==> src/rtl/imem_program_loader.sv <==
// imem_program_loader: assembles a host byte stream into words, writes them to imem, then releases the core
module imem_program_loader #(
  parameter int ADDR_WIDTH = 10
) (
  input  logic                  clk,
  input  logic                  rst,
  input  logic                  in_valid,
  input  logic [7:0]            in_data,
  output logic                  in_ready,
  input  logic                  start,
  output logic                  imem_we,
  output logic [ADDR_WIDTH-1:0] imem_addr,
  output logic [31:0]           imem_wdata,
  output logic                  core_rst_n,
  output logic                  done,
  output logic                  error,
  output logic [ADDR_WIDTH:0]   words_loaded
);
  typedef enum logic [2:0] {LEN, DATA, WRITE, DONE, ERR} state_t;
  localparam logic [32:0] CAP = 33'd1 << ADDR_WIDTH;
  state_t state, state_n;
  logic [1:0] byte_cnt;
  logic [31:0] len, word, len_full, word_full;
  logic [ADDR_WIDTH:0] wl_inc;
  logic xfer, last_byte, rearm;
  assign xfer = in_valid && in_ready;
  assign last_byte = xfer && byte_cnt == 2'd3;
  assign rearm = (state == DONE || state == ERR) && start;
  assign len_full = {in_data, len[23:0]};
  assign word_full = {in_data, word[23:0]};
  assign wl_inc = words_loaded + {{ADDR_WIDTH{1'b0}}, 1'b1};
  // state register
  always_ff @(posedge clk or posedge rst)
    if (rst) state <= LEN;
    else state <= state_n;
  // next-state logic
  always_comb begin
    state_n = state;
    case (state)
      LEN:     if (last_byte) state_n = ({1'b0, len_full} > CAP) ? ERR : (len_full == 32'd0 ? DONE : DATA);
      DATA:    if (last_byte) state_n = WRITE;
      WRITE:   state_n = (32'(wl_inc) == len) ? DONE : DATA;
      DONE,
      ERR:     if (start) state_n = LEN;
      default: state_n = LEN;
    endcase
  end
  // registered outputs and datapath; outputs follow the state being entered
  always_ff @(posedge clk or posedge rst)
    if (rst) begin
      in_ready     <= 1'b0;
      imem_we      <= 1'b0;
      imem_addr    <= '0;
      imem_wdata   <= '0;
      core_rst_n   <= 1'b0;
      done         <= 1'b0;
      error        <= 1'b0;
      words_loaded <= '0;
      byte_cnt     <= '0;
      len          <= '0;
      word         <= '0;
    end else begin
      in_ready   <= state_n == LEN || state_n == DATA;
      imem_we    <= state_n == WRITE;
      core_rst_n <= state_n == DONE;
      done       <= state_n == DONE;
      error      <= state_n == ERR;
      if (xfer) begin
        byte_cnt <= byte_cnt + 2'd1;
        if (state == LEN) len[{byte_cnt, 3'b000} +: 8] <= in_data;
        else word[{byte_cnt, 3'b000} +: 8] <= in_data;
      end
      if (state == DATA && last_byte) begin
        imem_addr  <= words_loaded[ADDR_WIDTH-1:0];
        imem_wdata <= word_full;
      end
      if (state == WRITE) words_loaded <= wl_inc;
      if (rearm) begin
        words_loaded <= '0;
        byte_cnt     <= '0;
      end
    end
endmodule

==> config.mk <==
export PLATFORM = sky130hd
export DESIGN_NAME = imem_program_loader
export DESIGN_NICKNAME = d
export VERILOG_FILES = /design/src/rtl/imem_program_loader.sv
export SDC_FILE = /design/constraint.sdc
export NUM_CORES = 1
export LEC_CHECK = 0
export ABC_AREA = 1
export BUFFER_PORTS_ARGS = -buffer_cell sky130_fd_sc_hd__buf_2
export CAP_MARGIN = 5
export CORE_UTILIZATION = 57
export DETAILED_ROUTE_END_ITERATION = 10
export PLACE_DENSITY = 0.88
export SETUP_SLACK_MARGIN = 0.2
export SLEW_MARGIN = 20
export SYNTH_ARGS = -nofsm -noshare
export SYNTH_HDL_FRONTEND = slang
export SYNTH_SLANG_ARGS = --single-unit
==> constraint.sdc <==
create_clock -name clk -period 4.4 [get_ports clk]
set_clock_uncertainty 0.05 [all_clocks]
set_input_delay 0.44 -clock clk [delete_from_list [all_inputs] [get_ports clk]]
set_output_delay 0.44 -clock clk [all_outputs]
set_load 0.01 [all_outputs]
; ---- After elaboration in Yosys (flattened, before gate mapping)
; Index checks and enable logic that the tools add are counted.
[totals]
latchBits = 0
n_memories = 0
mem_bits_rw = 0
rom_bits = 0
ff_bits = 126
word_cells = 55
[classes]
magnitude_cmp = 1
n_mul = 0
bitwise_logic = 1
mux = 13
add_sub_neg = 3
div_mod_pow = 0
n_shift = 2
n_eq_ne = 10
reduce_logical = 14
[ops]
columns = cell, n
row1 = bitwise mux 32 bit, 2
row2 = equality test 11 x 32 -> 1 bit, 1
row3 = "> comparator 32 x 11 -> 1 bit, second input constant", 1
row4 = zero test 32 bit, 1
row5 = "variable shift 8 x 7 -> 32 bit, first input constant", 1
row6 = variable part select 8 x 7 -> 32 bit, 1
row7 = 2-to-1 mux 11 bit, 2
row8 = "equality test 3 x 2 -> 1 bit, second input constant", 4
row9 = 2-to-1 mux 3 bit, 4
row10 = one-hot mux 3 bit (4 select lines), 1
row11 = "adder 11 x 1 -> 11 bit, second input constant", 1
row12 = 2-to-1 mux 2 bit, 4
row13 = negation 5 -> 7 bit, 1
row14 = "equality test 3 x 1 -> 1 bit, second input constant", 2
row15 = "equality test 3 bit, second input constant", 2
row16 = zero test 3 bit, 2
row17 = logical AND 1 bit, 4
row18 = AND reduction 2 bit, 2
row19 = nonzero test 2 bit, 2
row20 = "adder 2 x 1 -> 2 bit, second input constant", 1
row21 = "equality test 2 bit, second input constant", 1
row22 = logical OR 1 bit, 2
row23 = OR reduction 2 bit, 1
row24 = inverter 1 bit, 1

; ---- Depth between registers and ports, before layout
[depth]
word_depth = 7
mapped_depth = 13

; ---- Worst setup path after synthesis
; No wires, ideal clock.
[synth_timing]
path_kind = reg-to-reg
start = register words_loaded[0]
end = register in_ready
synth_period_minus_slack_ns = 1.740
stages_incl_launch_ff = 13
arrival_time_ns = 1.574
setup_ns = 0.116
slack_ns = 2.660
t_required_ns = 4.234
path_buffers = 0
path_cell_list = dfrtp_1 > ha_1 > nand2_2 > nor2_1 > nand2_1 > nand2_1 > nand2_1 > nand2_1 > nand2_1 > nor2_1 > nand4_1 > nand2_1 > nor2_2
[synth_between]
elab_chain_len = 6
word_cells_on_any_way = 7
classes_between = 1 x add/sub / 2 x eq/ne / 2 x mux / 2 x reduce/logical
[synth_rtl]
columns = element, line
row1 = start: declaration, 17  ; output logic [ADDR_WIDTH:0] words_loaded
row2 = start signal: assignment, 77  ; if (state == WRITE) words_loaded <= wl_inc;
row3 = adder 11 x 1 -> 11 bit (*), 31  ; assign wl_inc = words_loaded + {{ADDR_WIDTH{1'b0}}, 1'b1};
row4 = equality test 11 x 32 -> 1 bit (*), 42  ; WRITE: state_n = (32'(wl_inc) == len) ? DONE : DATA;
row5 = 2-to-1 mux 2 bit (*), 42
row6 = one-hot mux 3 bit (4 select lines) (*), 39  ; case (state)
row7 = net state_n[1], 21  ; state_t state, state_n;
row8 = equality test 3 x 1 -> 1 bit or zero test 3 bit (tied branches), 63  ; in_ready <= state_n == LEN || state_n == DATA;
row9 = logical OR 1 bit (*), 63
row10 = end signal: assignment, 51  ; in_ready <= 1'b0;
row11 = end signal: assignment, 63
row12 = end: declaration, 9  ; output logic in_ready,
; The timed path passes the listed nets; every way through them passes the cells marked *.
; A chain may end at the register's enable or synchronous reset.

; ---- Worst setup path after layout
[layout_timing]
start = register byte_cnt[0]
end = register word[6]
[layout_between]
elab_chain_len = 3
word_cells_on_any_way = 4
classes_between = 1 x add/sub / 2 x shift / 1 x mux
[layout_rtl]
columns = element, line
row1 = start: declaration, 22  ; logic [1:0] byte_cnt;
row2 = start signal: assignment, 69  ; byte_cnt <= byte_cnt + 2'd1;
row3 = negation 5 -> 7 bit (*), 71  ; else word[{byte_cnt, 3'b000} +: 8] <= in_data;
row4 = variable part select 8 x 7 -> 32 bit or variable shift 8 x 7 -> 32 bit (tied branches), 71
row5 = bitwise mux 32 bit (*), 71
row6 = end signal: indexed assignment, 71
row7 = end: declaration, 23  ; logic [31:0] len, word, len_full, word_full;
; Mark *: on every way between the ends. The rest lies on a longest branch, timed or not.

==> key figures <==
Setup path
  – Crit-path cells: inv_1 -> ha_1 -> inv_1 -> nor2_1 -> o21ai_0
  – CP endpoint kind: flop
  – Critical path's slowest cell: nor2_1
  – Critical Path Most Common Cell: inv_1
  – CP arrival: 2.88 ns
  – Setup CP Type: flop to flop
  – Required time worst endpoint: 4.70 ns
  – Startpoint Class: flop
  – Crit path largest cell delay: 0.71 ns
  – Worst Path Max Fanout: 16

CTS
  – H-tree level count: 4
  – Hold buffers post-CTS: 0
  – Sink Count: 118
  – Setup bufs post-CTS: 0
  – Clock-pin slew on the worst setup and hold paths: 0.06 ns
  – Clk Latency, worst-skew pair: 0.52 ns
  – CTS Root Cell: clkbuf_8
  – Total CTS buffers: 17
  – Clock buffer depth: 2
  – CTS tree: done
  – Cts repair resizes: 0

Layout
  – Finished Layout Cells: 802
  – Ant diodes: 0
  – Share of cells above drive strength 1: 19.5%
  – Final core occ: 71.2%
  – P&R area growth vs syn: 18.7%
  – Final net count: 698

Worst hold path
  – Hold crit path type: primary input to async pin

Global route
  – Initial antenna violation count: 0
  – Largest net degree at the start of global routing: 89
  – Total GRT Usage: 28.4%
  – Number of global-route vias before repair: 4513
  – First-pass GRT wire length: 21200 um
  – Gr ovfl total: 0

Synth
  – Syn Area/Cell: 8.67 um2
  – Post-synthesis sequential area ratio: 55.6%
  – Yosys cell types: 30
  – Mapped Cells: 612
  – Number of synthesis warnings: 0
  – Synth Net Count: 629
  – #FFs+latches synth: 118
  – Post-Syn Area: 5310 um2

Floorplanning
  – Initial Utilization: 60.0%
  – Die footprint: 9700 um2
  – Core ar.: 8850 um2
  – Die height: 98.5 um
  – I/O pin total: 70
  – Rows: 34
  – Die width: 98.5 um

Power
  – Power density of the placed cells: 751 nW/um2
  – Tot Pwr: 4.73 mW
  – Worst vdd ir: 0.000355 V
  – Static leakage: 3.18 nW

STA
  – Final setup violation count: 0
  – Max Transition Viols Final: 0
  – Fmax: 0.388 GHz
  – Crit path time final: 2.58 ns
  – Worst-margin pin slew: 0.954 ns
  – TNS Setup: 0 ns
  – Max-slew headroom: 36.1%
  – Tcrit/Tclk final: 58.6%
  – RSZ-0062 raised after global routing: false
  – Final Hold Vio Count: 0

Placement
  – Final GP Congestion: 0.951
  – Post-detail-place hpwl: 8570 um
  – Placed cell count: 770
  – Buffers on Ports: 69

Run status
  – Outcome: complete, but fails checks
  – Failing checks: DRC

Drt
  – Final WL: 12700 um
  – Initial drt markers: 330
  – Post-route ant nets: 0
  – Via count: 4548
  – Router iterations before antenna repair: 10
  – DRC violations left: 2
  – WL/cell: 15.8 um
  – Via/cell ratio: 5.67

Flow run
  – Max-Cap Viols: 0
[power by group]
group	internal, mW	leakage [nW]	switching, mW
Combinational	0.536	1.33	1.00
Clock	0.934	0.295	0.482
Sequential	1.51	1.56	0.273
[cell type report]
class / count / area (um2)
Clock buffer: 20 / 435
Clock inverter: 12 / 176
Fill cell: 667 / 2550
Inverter: 75 / 287
Multi-Input combinational cell: 398 / 1950
Sequential cell: 118 / 2950
Tap cell: 108 / 135
Timing Repair Buffer: 71 / 360
[stage by stage]
stage / worst slack, ns / area, um2 / hold WS (ns)
after global placement: 2.10 / 5690 / 0.399
after CTS: 1.86 / 6300 / 0.163
after floorplan: 0.781 / 5310 / 0.402
after global routing: 1.52 / 6300 / 0.101
after detailed placement: 1.98 / 5690 / 0.411
final: 1.82 / 6300 / 0.00899
[worst max-delay path: cells and delay by family, from the launching register on]
| family | cells | cell delay (ns) |
|---|---|---|
| AO/OA/AOI/OAI | 1 | 0.20 |
| adder cells (fa/ha/maj) | 1 | 0.42 |
| buffers and inverters | 2 | 0.49 |
| flip-flops | 1 | 0.53 |
| AND/OR/NAND/NOR | 1 | 0.71 |
[per-layer routing]
metal / vias to the layer above / track usage [%] / wire (um)
met5: - / 0 / 0
met4: 0 / 13.2 / 341
met3: 31 / 6.45 / 888
met2: 214 / 47.3 / 6280
met1: 2182 / 35.4 / 5180
li1: 2121 / - / -
[worst paths after layout]
check / from / slack, ns / cells past startpoint / end
min in group clk: start / 0.19 / 3 / error
max in group asynchronous: rst / 3.38 / 3 / imem_wdata[6]
worst min register to register: imem_addr[1] / 0.42 / 2 / imem_addr[1]
worst max register to register: byte_cnt[0] / 1.82 / 5 / word[6]
worst min-delay path: rst / 0.009 / 2 / imem_wdata[29]
worst max-delay path: byte_cnt[0] / 1.82 / 5 / word[6]
[layout by cell type (no fill, tap or decap)]
cell type	n
nand3b_1	1
o22ai_1	7
o21ai_0	76
o21ai_1	7
nand3_2	2
inv_6	2
bufinv_16	4
buf_4	2
nand2_2	3
clkbuf_1	2
inv_2	3
nor2_4	2
xnor2_1	1
inv_1	70
nor3_2	1
buf_2	69
nor4_1	3
clkinv_1	1
nor3_1	12
clkbuf_16	16
clkinvlp_4	2
o21ai_2	1
nor2_1	48
nand4_1	6
nor2_2	7
dfrtp_1	118
ha_1	5
nand3_1	31
o211ai_1	2
mux2_2	14
clkbuf_8	2
nand2_1	158
o31ai_1	8
a21oi_1	3
clkinv_2	3
clkinv_4	2
[sequential cells by signal (all words and copies together) (netlist names)]
signal and flops:
state 3, error 1, imem_we 1, byte_cnt 2
in_ready 1, done 1, len 32, imem_addr 10
imem_wdata 32, words_loaded 11, word 24
[cell usage after synthesis, drive strengths merged]
cell,count,area share [%]
a21oi,3,0.28
buf,11,1.5
clkbuf,10,0.71
clkinv,1,0.071
dfrtp,118,56
ha,5,1.2
inv,74,5.2
mux2,14,3.0
nand2,161,12
nand3,33,3.3
nand3b,1,0.14
nand4,6,0.71
nor2,57,4.6
nor3,13,1.3
nor4,3,0.35
o211ai,2,0.28
o21ai,84,8.0
o22ai,7,0.83
o31ai,8,1.1
xnor2,1,0.17
[cells by family after synthesis]
| logic type | count (synthesis) | synth area share [%] |
|---|---|---|
| muxes | 14 | 2.97 |
| DFF | 118 | 55.6 |
| AOI/OAI and AO/OA | 104 | 10.5 |
| and+or+nand+nor | 274 | 22.0 |
| xor gates and xnor gates | 1 | 0.165 |
| adders and majority gates | 5 | 1.18 |
| buffers and inverters | 96 | 7.54 |
Note: power is estimated with default switching activity, not from simulation.
